`src/rtl/posit_pkg.sv`:
```
// Shared widths, field struct and helpers for the pipelined posit encoder (n=16, es=1).
package posit_pkg;

    function automatic int clog2(input int value);
        int v;
        int r;
        v = value - 1;
        r = 0;
        while (v > 0) begin
            r = r + 1;
            v = v >> 1;
        end
        return r;
    endfunction

    localparam int POSIT_N    = 16;
    localparam int POSIT_ES   = 1;
    localparam int MANT_WIDTH = POSIT_N - POSIT_ES - 3;
    localparam int K_WIDTH    = clog2(POSIT_N - 1);
    localparam int TAG_WIDTH  = 4;

    // Body vector: a full-length regime run, terminator, exponent, fraction.
    localparam int KEPT_WIDTH = POSIT_N - 1;
    localparam int TAIL_WIDTH = 1 + POSIT_ES + MANT_WIDTH;
    localparam int VEC_WIDTH  = KEPT_WIDTH + TAIL_WIDTH;
    localparam int REM_WIDTH  = VEC_WIDTH - KEPT_WIDTH;
    localparam int RUN_WIDTH  = K_WIDTH + 2;

    typedef struct packed {
        logic                  sign;
        logic [K_WIDTH:0]      k;
        logic [POSIT_ES-1:0]   exp;
        logic [MANT_WIDTH:0]   mant;
        logic                  sticky;
        logic                  nar;
    } posit_fields_t;

endpackage

```
`src/rtl/posit_round_rne.sv`:
```
// Round-to-nearest-even of the shifted posit body plus saturation and nonzero clamp.
module posit_round_rne
    import posit_pkg::*;
(
    input  logic [VEC_WIDTH-1:0]  vec,
    input  logic                  sticky,
    input  logic                  sat,
    input  logic                  sat_hi,
    output logic [KEPT_WIDTH-1:0] mag,
    output logic                  saturated
);
    localparam logic [KEPT_WIDTH-1:0] MAG_MAX = {KEPT_WIDTH{1'b1}};
    localparam logic [KEPT_WIDTH-1:0] MAG_MIN = {{(KEPT_WIDTH-1){1'b0}}, 1'b1};

    logic [KEPT_WIDTH-1:0] kept_s;
    logic                  guard_s;
    logic                  rest_s;
    logic                  round_up_s;
    logic [KEPT_WIDTH:0]   sum_s;

    assign kept_s     = vec[VEC_WIDTH-1 -: KEPT_WIDTH];
    assign guard_s    = vec[REM_WIDTH-1];
    assign rest_s     = (|vec[REM_WIDTH-2:0]) | sticky;
    assign round_up_s = guard_s & (rest_s | kept_s[0]);
    assign sum_s      = {1'b0, kept_s} + {{KEPT_WIDTH{1'b0}}, round_up_s};

    // Saturate out-of-range regimes; a nonzero value never lands on 0 or NaR.
    always_comb begin
        mag       = sum_s[KEPT_WIDTH-1:0];
        saturated = 1'b0;
        if (sat) begin
            mag       = sat_hi ? MAG_MAX : MAG_MIN;
            saturated = 1'b1;
        end else if (sum_s[KEPT_WIDTH]) begin
            mag       = MAG_MAX;
            saturated = 1'b1;
        end else if (sum_s[KEPT_WIDTH-1:0] == {KEPT_WIDTH{1'b0}}) begin
            mag       = MAG_MIN;
            saturated = 1'b1;
        end else begin
            mag       = sum_s[KEPT_WIDTH-1:0];
            saturated = 1'b0;
        end
    end

endmodule

```
`src/rtl/posit_encoder_pipe.sv`:
```
// Two-stage valid/ready posit encoder: regime build and shift, then RNE rounding and packing.
// Define POSIT_ENC_SAT_CNT_EN to add the sat_cnt_o saturation event counter.
module posit_encoder_pipe
    import posit_pkg::*;
(
    input  logic                  clk_i,
    input  logic                  rst_ni,
    input  logic                  in_valid_i,
    output logic                  in_ready_o,
    input  logic                  sign_i,
    input  logic [K_WIDTH:0]      k_sgn_i,
    input  logic [POSIT_ES-1:0]   exp_i,
    input  logic [MANT_WIDTH:0]   mant_norm_i,
    input  logic                  sticky_i,
    input  logic                  is_nar_i,
    input  logic [TAG_WIDTH-1:0]  tag_i,
    output logic                  out_valid_o,
    input  logic                  out_ready_i,
    output logic [POSIT_N-1:0]    result_o,
    output logic [TAG_WIDTH-1:0]  tag_o
`ifdef POSIT_ENC_SAT_CNT_EN
    ,
    output logic [15:0]           sat_cnt_o
`endif
);
    localparam logic [RUN_WIDTH-1:0] RUN_KEPT = RUN_WIDTH'(KEPT_WIDTH);
    localparam logic [RUN_WIDTH-1:0] RUN_ONE  = {{(RUN_WIDTH-1){1'b0}}, 1'b1};
    localparam logic [RUN_WIDTH-1:0] RUN_ZERO = {RUN_WIDTH{1'b0}};
    localparam logic [POSIT_N-1:0]   N_ONE    = {{(POSIT_N-1){1'b0}}, 1'b1};

    posit_fields_t          fields_s;
    logic                   run_pos_s;
    logic                   sat_s;
    logic [RUN_WIDTH-1:0]   k_ext_s;
    logic [RUN_WIDTH-1:0]   run_cnt_s;
    logic [RUN_WIDTH-1:0]   shamt_s;
    logic [VEC_WIDTH-1:0]   body_s;
    logic                   s2_ready_s;
    logic [KEPT_WIDTH-1:0]  mag_s;
    logic                   rnd_sat_s;
    logic [POSIT_N-1:0]     enc_s;

    logic                   s1_valid_r;
    logic [VEC_WIDTH-1:0]   s1_vec_r;
    logic                   s1_sat_r;
    logic                   s1_sat_hi_r;
    logic                   s1_zero_r;
    logic                   s1_nar_r;
    logic                   s1_sign_r;
    logic                   s1_sticky_r;
    logic [TAG_WIDTH-1:0]   s1_tag_r;

    assign fields_s   = {sign_i, k_sgn_i, exp_i, mant_norm_i, sticky_i, is_nar_i};
    assign run_pos_s  = ~fields_s.k[K_WIDTH];
    assign k_ext_s    = {{(RUN_WIDTH-K_WIDTH-1){fields_s.k[K_WIDTH]}}, fields_s.k};
    assign s2_ready_s = ~out_valid_o | out_ready_i;
    assign in_ready_o = ~s1_valid_r | s2_ready_s;

    // Run length excludes the terminator; dropping leading run bits left-aligns the regime.
    always_comb begin
        run_cnt_s = RUN_ZERO;
        shamt_s   = RUN_ZERO;
        if (run_pos_s) begin
            run_cnt_s = k_ext_s + RUN_ONE;
        end else begin
            run_cnt_s = RUN_ZERO - k_ext_s;
        end
        sat_s = (run_cnt_s >= RUN_KEPT);
        if (sat_s) begin
            shamt_s = RUN_ZERO;
        end else begin
            shamt_s = RUN_KEPT - run_cnt_s;
        end
        body_s = {{KEPT_WIDTH{run_pos_s}}, ~run_pos_s, fields_s.exp, fields_s.mant[MANT_WIDTH-1:0]};
    end

    // Stage 1: shifted body and flags.
    always_ff @(posedge clk_i or negedge rst_ni) begin
        if (!rst_ni) begin
            s1_valid_r  <= 1'b0;
            s1_vec_r    <= {VEC_WIDTH{1'b0}};
            s1_sat_r    <= 1'b0;
            s1_sat_hi_r <= 1'b0;
            s1_zero_r   <= 1'b0;
            s1_nar_r    <= 1'b0;
            s1_sign_r   <= 1'b0;
            s1_sticky_r <= 1'b0;
            s1_tag_r    <= {TAG_WIDTH{1'b0}};
        end else if (in_ready_o) begin
            s1_valid_r <= in_valid_i;
            if (in_valid_i) begin
                s1_vec_r    <= body_s << shamt_s;
                s1_sat_r    <= sat_s;
                s1_sat_hi_r <= run_pos_s;
                s1_zero_r   <= ~fields_s.mant[MANT_WIDTH];
                s1_nar_r    <= fields_s.nar;
                s1_sign_r   <= fields_s.sign;
                s1_sticky_r <= fields_s.sticky;
                s1_tag_r    <= tag_i;
            end
        end
    end

    posit_round_rne u_round (
        .vec       (s1_vec_r),
        .sticky    (s1_sticky_r),
        .sat       (s1_sat_r),
        .sat_hi    (s1_sat_hi_r),
        .mag       (mag_s),
        .saturated (rnd_sat_s)
    );

    // NaR outranks zero, which outranks the rounded value.
    always_comb begin
        enc_s = {1'b0, mag_s};
        if (s1_nar_r) begin
            enc_s = {1'b1, {KEPT_WIDTH{1'b0}}};
        end else if (s1_zero_r) begin
            enc_s = {POSIT_N{1'b0}};
        end else if (s1_sign_r) begin
            enc_s = (~{1'b0, mag_s}) + N_ONE;
        end else begin
            enc_s = {1'b0, mag_s};
        end
    end

    // Stage 2: output register, held while downstream stalls.
    always_ff @(posedge clk_i or negedge rst_ni) begin
        if (!rst_ni) begin
            out_valid_o <= 1'b0;
            result_o    <= {POSIT_N{1'b0}};
            tag_o       <= {TAG_WIDTH{1'b0}};
        end else if (s2_ready_s) begin
            out_valid_o <= s1_valid_r;
            if (s1_valid_r) begin
                result_o <= enc_s;
                tag_o    <= s1_tag_r;
            end
        end
    end

`ifdef POSIT_ENC_SAT_CNT_EN
    logic        out_sat_r;
    logic [15:0] sat_cnt_r;

    // Saturation flag travels with the result; counter sticks at all ones.
    always_ff @(posedge clk_i or negedge rst_ni) begin
        if (!rst_ni) begin
            out_sat_r <= 1'b0;
            sat_cnt_r <= 16'h0000;
        end else begin
            if (s2_ready_s && s1_valid_r) begin
                out_sat_r <= rnd_sat_s & ~s1_nar_r & ~s1_zero_r;
            end
            if (out_valid_o && out_ready_i && out_sat_r && (sat_cnt_r != 16'hFFFF)) begin
                sat_cnt_r <= sat_cnt_r + 16'h0001;
            end
        end
    end

    assign sat_cnt_o = sat_cnt_r;
`else
    logic sat_unused_s;
    assign sat_unused_s = rnd_sat_s;
`endif

endmodule
```
`config.mk`:
```
export PLATFORM = sky130hd
export DESIGN_NAME = posit_encoder_pipe
export DESIGN_NICKNAME = d
export VERILOG_FILES = /design/src/rtl/posit_pkg.sv /design/src/rtl/posit_round_rne.sv /design/src/rtl/posit_encoder_pipe.sv
export SDC_FILE = /design/constraint.sdc
export NUM_CORES = 1
export LEC_CHECK = 0
export CORE_MARGIN = 3
export CORE_UTILIZATION = 28
export DETAILED_ROUTE_END_ITERATION = 7
export PLACE_DENSITY = 0.54
export SLEW_MARGIN = 10
export SYNTH_ARGS = -nofsm -noshare
export SYNTH_HDL_FRONTEND = slang
export SYNTH_SLANG_ARGS = --single-unit
export TNS_END_PERCENT = 5
```
`constraint.sdc`:
```
create_clock -name clk_i -period 3.2 [get_ports clk_i]
set_input_delay 0.8 -clock clk_i [delete_from_list [all_inputs] [get_ports clk_i]]
set_output_delay 0.8 -clock clk_i [all_outputs]
set_load 0.03 [all_outputs]
```
==> run_results.csv, run 1 <==
group,metric,value,unit
yosys,synthTopCellsByArea,"dfrtp_1 (35%), mux2i_1 (7.5%), nand2_1 (5.5%), xnor2_1 (4.0%), a21oi_1 (3.6%)",
setup_path,critPathKind,"reg2reg",
yosys,yosys.area.top_type,"dfrtp_1",
yosys,yosysUniqueCellTypes,70,
routing,ant_nets,0,
clocking,cts_inserted_buffers,9,
clocking,cts_root_buf,"clkbuf_16",
sta,fin_crit_sh,101,%
sta,setup_tns,-0.0725,ns
setup_path,cp-start-kind,"register",
worst_hold_path,hold_class,"in2async",
setup_path,arrival,3.46,ns
sta,layout_setup_ws,-0.0455,ns
placed_design,io_buffer_count,51,
floorplanning,die_height,131,µm
setup_path,crit_fanout,5,
clocking,path_clk_slew,0.05,ns
sta,fmax,308,MHz
setup_path,critPathRequiredTime,3.42,ns
sta,finClkSkew,0.00820,ns
yosys,avgSynthCellArea,8.70,µm²
yosys,async_reset_ff_share,100,%
yosys,synth_commonest_cells,"nand2_1 (65), dfrtp_1 (61), mux2i_1 (33)",
yosys,synth-seq-cells,61,
yosys,yosysSeqAreaShare,34.7,%
routing,wl_met1,5850,µm
routing,dr.pass1.iters,5,
routing,drt_iter0_markers,233,
job,drv_cap,0,
pwr,power_density,539,mW/mm²
layout,drive_above_1_share,31.5,%
grt,grt_first_pass_wirelength,21500,µm
routing,vias,4356,
yosys,synth_flop_cell,"dfrtp_1",
setup_path,crit_top_cell,"ha_4",
setup_path,regToRegSetupSlack,-0.05,ns
floorplanning,dieArea,0.0173,mm²
floorplanning,die_x,131,µm
routing,post_drt_via_cell_ratio,5.09,
sta,rsz0062_at_grt,"true",
yosys,synth_edf_count,0,
pwr,irDropWorstVdd,224,µV
layout,finish.cell_count_without_fillers,855,
setup_path,path_delay_family,"simple AND/OR/NAND/NOR gates",
floorplanning,initial_utilization,28.7,%
grt,grt_pass1_vias,4273,
floorplanning,coreArea,0.0153,mm²
clocking,cts.sinks,61,
setup_path,cp_slowest_cell,"or3_4",
clocking,cts_tree,"yes",
layout,fin_util,42.0,%
yosys,syn_inst,506,
sta,worst_pin_slew,1.22,ns
placed_design,gp_congestion,0.906,
grt,grt_max_degree,25,
layout,multi_input_area,0.00294,mm²
placed_design,dp.cells,827,
floorplanning,io_pins,52,
layout,fill_cells,1535,
clocking,cts.htree.levels,3,
yosys,synth.top_cell.area_share,34.7,%
yosys,synth_area,0.00440,mm²
setup_path,path_buf_inv,1,
sta,finalCriticalPeriod,3.25,ns
yosys,yosys_warnings,0,
routing,wl_per_cell,15.3,µm
setup_path,cpPeakStageDelay,0.45,ns
sta,hold_viol_final,0,
yosys,syn_nets,541,
routing,drt_wl_total,13100,µm
layout,layout.nets,676,
placed_design,place_hpwl,10100,µm
setup_path,path_cells,"and2_4 > ha_4 > and3_4 > nand4_1 > or3_4 > nand4_4 > o21ai_4 > inv_2 > ha_4 > nand2_2 > a211oi_2 > a32oi_2 > nor3_2 > a21boi_1 > xnor2_1 > a22o_1",
yosys,synth.most_common_cell,"nand2_1",
sta,maxSlewViolCount,0,
status,status,"finished, violations left",
sta,max_slew_margin,18.6,%
setup_path,cp-end-kind,"register",
status,violations,"negative setup slack",
routing,drc,0,
layout,regArea,0.00153,mm²
clocking,clkLatencyLatePin,0.33,ns
clocking,clk_path_buf_depth,2,
routing,routed.top_layer,"met4",
pwr,p_leak,2.72,nW
layout,antenna_cells,0,
routing,met2WireLength,6400,µm
routing,dr_wl_met3,529,µm
grt,antenna_found_initial,0,
grt,overflow,0,
grt,grt_use_total,14.9,%
layout,area_delta_synth_final,46.1,%
floorplanning,placementRows,45,
sta,setup_violations,2,
## cell type report
type | count | share of cell area [%]
tap | 211 | 4.11
clock inverter | 2 | 0.156
multi-input combinational | 392 | 45.7
timing repair buffer | 165 | 21.6
inverter | 12 | 0.701
clock buffer | 12 | 3.99
sequential | 61 | 23.7
## logic make-up (layout without fill, tap and decap cells)
kind of cell	count (synthesis)	in the layout	share of synthesized area (%)
multiplexers	47	47	11.6
XOR/XNOR	26	26	5.17
flip-flops	61	61	34.7
other	1	1	0.0852
buffers and inverters	53	191	5.17
adder cells (fa/ha/maj)	5	5	1.42
AND/OR/NAND/NOR	177	177	20.0
AO/OA/AOI/OAI	136	136	21.8
## repair_timing
action,4_1_cts,5_1_grt
endpoints found under the setup margin,26,26
hold endpoints to repair,0,0
buffers inserted,5,9
resized for setup,21,48
pin swaps,9,18
hold buffers,0,0
## layout by cell type (no fill, tap or decap), types with 3 or more instances in the layout
cell and instances:
buf_4 110, nand2_1 63, dfrtp_1 61, clkdlybuf4s50_1 46, o21ai_0 26, a21oi_1 25
nor2_1 24, mux2i_1 20, xnor2_1 19, a22o_1 17, nand3_1 16, nor3_1 14
mux2_2 12, inv_1 9, clkbuf_16 9, nand2b_1 8, a21oi_2 8, mux2i_2 8
a32o_1 7, nand4_1 6, and3_1 6, xor2_1 6, o21ai_1 5, nor4_1 5
mux2i_4 5, o211ai_1 4, inv_2 3, nor4b_1 3, a211oi_2 3, and2_1 3
o22ai_1 3, a221o_1 3
## per-layer routing
metal / vias to the layer above / global-route usage, %
li1: 2138 / -
met1: 2075 / 19.1
met2: 121 / 24.9
met3: 22 / 2.53
met4: 0 / 6.13
met5: - / 0
## worst paths after layout
| path | start | to | cells after the start |
|---|---|---|---|
| worst max register to register | s1_vec_r[13] | result_o[12] | 16 |
| min in group clk_i | result_o[15] | result_o[15] | 2 |
| max in group asynchronous | rst_ni | s1_vec_r[23] | 2 |
| worst min-delay path | rst_ni | tag_o[3] | 1 |
| worst min register to register | result_o[15] | result_o[15] | 2 |
| worst max-delay path | s1_vec_r[13] | result_o[12] | 16 |
## report_power, final
group	switching, W	leakage (nW)	total, W	internal, W
clock network	0.000323	0.134	0.000876	0.000554
logic	0.000804	1.82	0.00154	0.000735
registers	0.000120	0.766	0.00105	0.000928
## stage by stage
step / power (W) / area, µm² / setup WS (ns) / hold WS, ns
after floorplan: 0.00188 / 4410 / 0.0336 / 0.450
after global placement: 0.00244 / 5760 / -0.691 / 0.467
after detailed placement: 0.00246 / 5760 / -0.768 / 0.471
after CTS: 0.00338 / 6140 / -0.0393 / 0.448
after global routing: 0.00367 / 6430 / -0.193 / 0.478
final: 0.00346 / 6430 / -0.0455 / 0.428
## sequential cells by signal, summed over array words and instances, names as in the netlist
| register | flops |
|---|---|
| s1_nar_r | 1 |
| out_valid_o | 1 |
| s1_valid_r | 1 |
| s1_sign_r | 1 |
| s1_sat_hi_r | 1 |
| s1_vec_r | 29 |
| s1_zero_r | 1 |
| s1_sticky_r | 1 |
| s1_tag_r | 4 |
| s1_sat_r | 1 |
| tag_o | 4 |
| result_o | 16 |
Power figures use the tool's default switching activity.
==> run 2, diff against run 1 <==
--- a/config.mk
+++ b/config.mk
@@ -5,10 +5,10 @@
 export SDC_FILE = /design/constraint.sdc
 export NUM_CORES = 1
 export LEC_CHECK = 0
-export CORE_MARGIN = 3
 export CORE_UTILIZATION = 28
 export DETAILED_ROUTE_END_ITERATION = 7
-export PLACE_DENSITY = 0.54
+export PLACE_DENSITY = 0.47
+export SKIP_LAST_GASP = 1
 export SLEW_MARGIN = 10
 export SYNTH_ARGS = -nofsm -noshare
 export SYNTH_HDL_FRONTEND = slang
==> run 2 against run 1 <==
The run still ends with negative setup slack left. Global-route usage increased by 1.8 points. Wire length fell by 2.2%. Design area shrank 1.8%.
==> run_results.csv, run 2 (synthesized netlist as in run 1, its figures left out) <==
group,metric,value,unit
job,drv_cap,0,
pwr,power_frac_seq,29.5,%
grt,grt_use_total,16.6,%
floorplanning,coreArea,0.0153,mm²
pwr,irDropWorstVdd,209,µV
sta,fin_crit_sh,100,%
clocking,cts.sinks,61,
layout,multi_input_area,0.00288,mm²
setup_path,cp-end-kind,"register",
layout,top_register,"s1_vec_r",
setup_path,critPathKind,"reg2reg",
clocking,clk_path_buf_depth,2,
grt,grt_pass1_vias,4193,
floorplanning,placementRows,45,
pwr,power_density,559,mW/mm²
placed_design,pre_cts_ws,-0.817,ns
setup_path,crit_start,"s1_vec_r[13]",
sta,max_slew_margin,18.0,%
layout,regArea,0.00153,mm²
pwr,p_leak,2.68,nW
placed_design,dp.cells,822,
placed_design,place_hpwl,10200,µm
layout,layout.nets,664,
layout,drive_above_1_share,29.0,%
routing,post_drt_via_cell_ratio,5.01,
setup_path,endpoint,"result_o[10]",
sta,finalCriticalPeriod,3.21,ns
grt,grt_max_degree,25,
setup_path,reg2reg_depth,16,
status,violations,"negative setup slack",
layout,final_common_cell,"buf_4",
floorplanning,dieArea,0.0162,mm²
routing,dr.pass1.iters,5,
pwr,pwr-share-comb,42.3,%
setup_path,arrival,3.43,ns
layout,reg.largest.list,"s1_vec_r: 29 flops, result_o: 16 flops",
pwr,swShare,35.5,%
routing,vias,4231,
setup_path,crit_fanout,5,
setup_path,critPathRequiredTime,3.42,ns
clocking,clkLatencyLatePin,0.33,ns
sta,finClkSkew,0.00450,ns
sta,hold_viol_final,0,
sta,fmax,311,MHz
clocking,cts_tree,"yes",
grt,antenna_found_initial,0,
worst_hold_path,hold_class,"in2async",
clocking,cts_hold_buf,0,
layout,fill_cells,1519,
layout,finish.cell_count_without_fillers,845,
sta,setup_violations,4,
grt,overflow,0,
routing,wl_per_cell,15.1,µm
floorplanning,die_x,127,µm
pwr,p_int,0.00228,W
pwr,p_clk_share,28.1,%
setup_path,regToRegSetupSlack,-0.01,ns
layout,final_cell_mix,"buf_4 (98), nand2_1 (63), dfrtp_1 (61), clkdlybuf4s50_1 (48), a21oi_1 (30)",
placed_design,gp_congestion,0.865,
clocking,cts.htree.levels,3,
clocking,cts_root_buf,"clkbuf_16",
routing,ant_nets,0,
setup_path,cp-start-kind,"register",
sta,layout_setup_ws,-0.0145,ns
clocking,path_clk_slew,0.05,ns
layout,antenna_cells,0,
floorplanning,io_pins,52,
clocking,cts_inserted_buffers,9,
setup_path,path_cells,"and2_4 > ha_4 > and3_4 > nand4_1 > or3_4 > nand4_4 > o21ai_4 > inv_2 > ha_4 > nand2_2 > a211oi_2 > a32oi_2 > nor3_4 > nand2b_4 > xnor2_2 > a22o_1",
sta,maxSlewViolCount,0,
routing,drt_wl_total,12800,µm
setup_path,cp_slowest_cell,"or3_4",
setup_path,rr_startpoint,"s1_vec_r[13]",
floorplanning,initial_utilization,28.8,%
sta,rsz0062_at_grt,"true",
pwr,switching_power,0.00125,W
routing,drc,0,
routing,drt_iter0_markers,352,
setup_path,cpPeakStageDelay,0.45,ns
sta,setup_tns,-0.0355,ns
sta,worst_pin_slew,1.22,ns
pwr,power,0.00353,W
setup_path,reg2reg_to,"result_o[10]",
setup_path,crit_top_cell,"ha_4",
placed_design,io_buffer_count,51,
layout,area_delta_synth_final,43.5,%
floorplanning,die_height,127,µm
status,status,"finished, violations left",
layout,largest_reg_flops,29,
grt,grt_first_pass_wirelength,21400,µm
-- run 2: worst min-delay path by stage --
stage	startpoint	endpoint	cells past startpoint
final	rst_ni	tag_o[2]	1
after global routing	rst_ni	tag_o[2]	1
after CTS	rst_ni	tag_o[2]	1
after detailed placement	result_o[13]	result_o[13]	2
after global placement	result_o[15]	result_o[15]	2
after floorplan	s1_vec_r[8]	s1_vec_r[8]	2
-- run 2: worst max-delay path, delay by kind of cell, from the launching register on --
family | cells | cell delay, ns
compound gates | 4 | 0.65
xor+xnor | 1 | 0.07
fa+ha+maj | 2 | 0.27
buf+inv | 1 | 0.07
flops | 1 | 0.35
simple gates | 8 | 1.70
-- run 2: final cells by class --
type,count,area share [%]
sequential,61,24.2
inverter,12,0.713
multi-input combinational,392,45.5
tap,211,4.18
clock buffer,11,4.00
timing repair buffer,153,20.5
clock inverter,5,0.931
-- run 2: timing repair --
item	4_1_cts	5_1_grt
pin swaps	7	11
setup endpoints to repair	30	30
buffers inserted	3	4
gates resized for setup	27	27
-- run 2: power groups by stage --
stage | registers (W) | logic [W] | clock network (W)
2_1_floorplan | 0.00115 | 0.000726 | 0
3_3_place_gp | 0.00105 | 0.00139 | 0
3_5_place_dp | 0.00105 | 0.00140 | 0
4_1_cts | 0.00104 | 0.00143 | 0.00102
5_1_grt | 0.00107 | 0.00164 | 0.00105
6_report | 0.00104 | 0.00149 | 0.000992
-- run 2: per-stage QoR --
step | hold WS [ns] | area [µm²] | util (%)
after global routing | 0.481 | 6320 | 41.4
after detailed placement | 0.481 | 5720 | 37.5
after floorplan | 0.450 | 4410 | -
after global placement | 0.469 | 5720 | 37.5
final | 0.438 | 6320 | 41.4
after CTS | 0.456 | 6140 | 40.3
-- run 2: per-layer routing --
layer,vias to the layer above,global-route usage [%],share of wire (%)
met5,-,0,0
met4,0,5.74,1.9
met3,18,2.30,3.4
met2,117,28.5,49
met1,1983,21.4,46
li1,2113,-,-
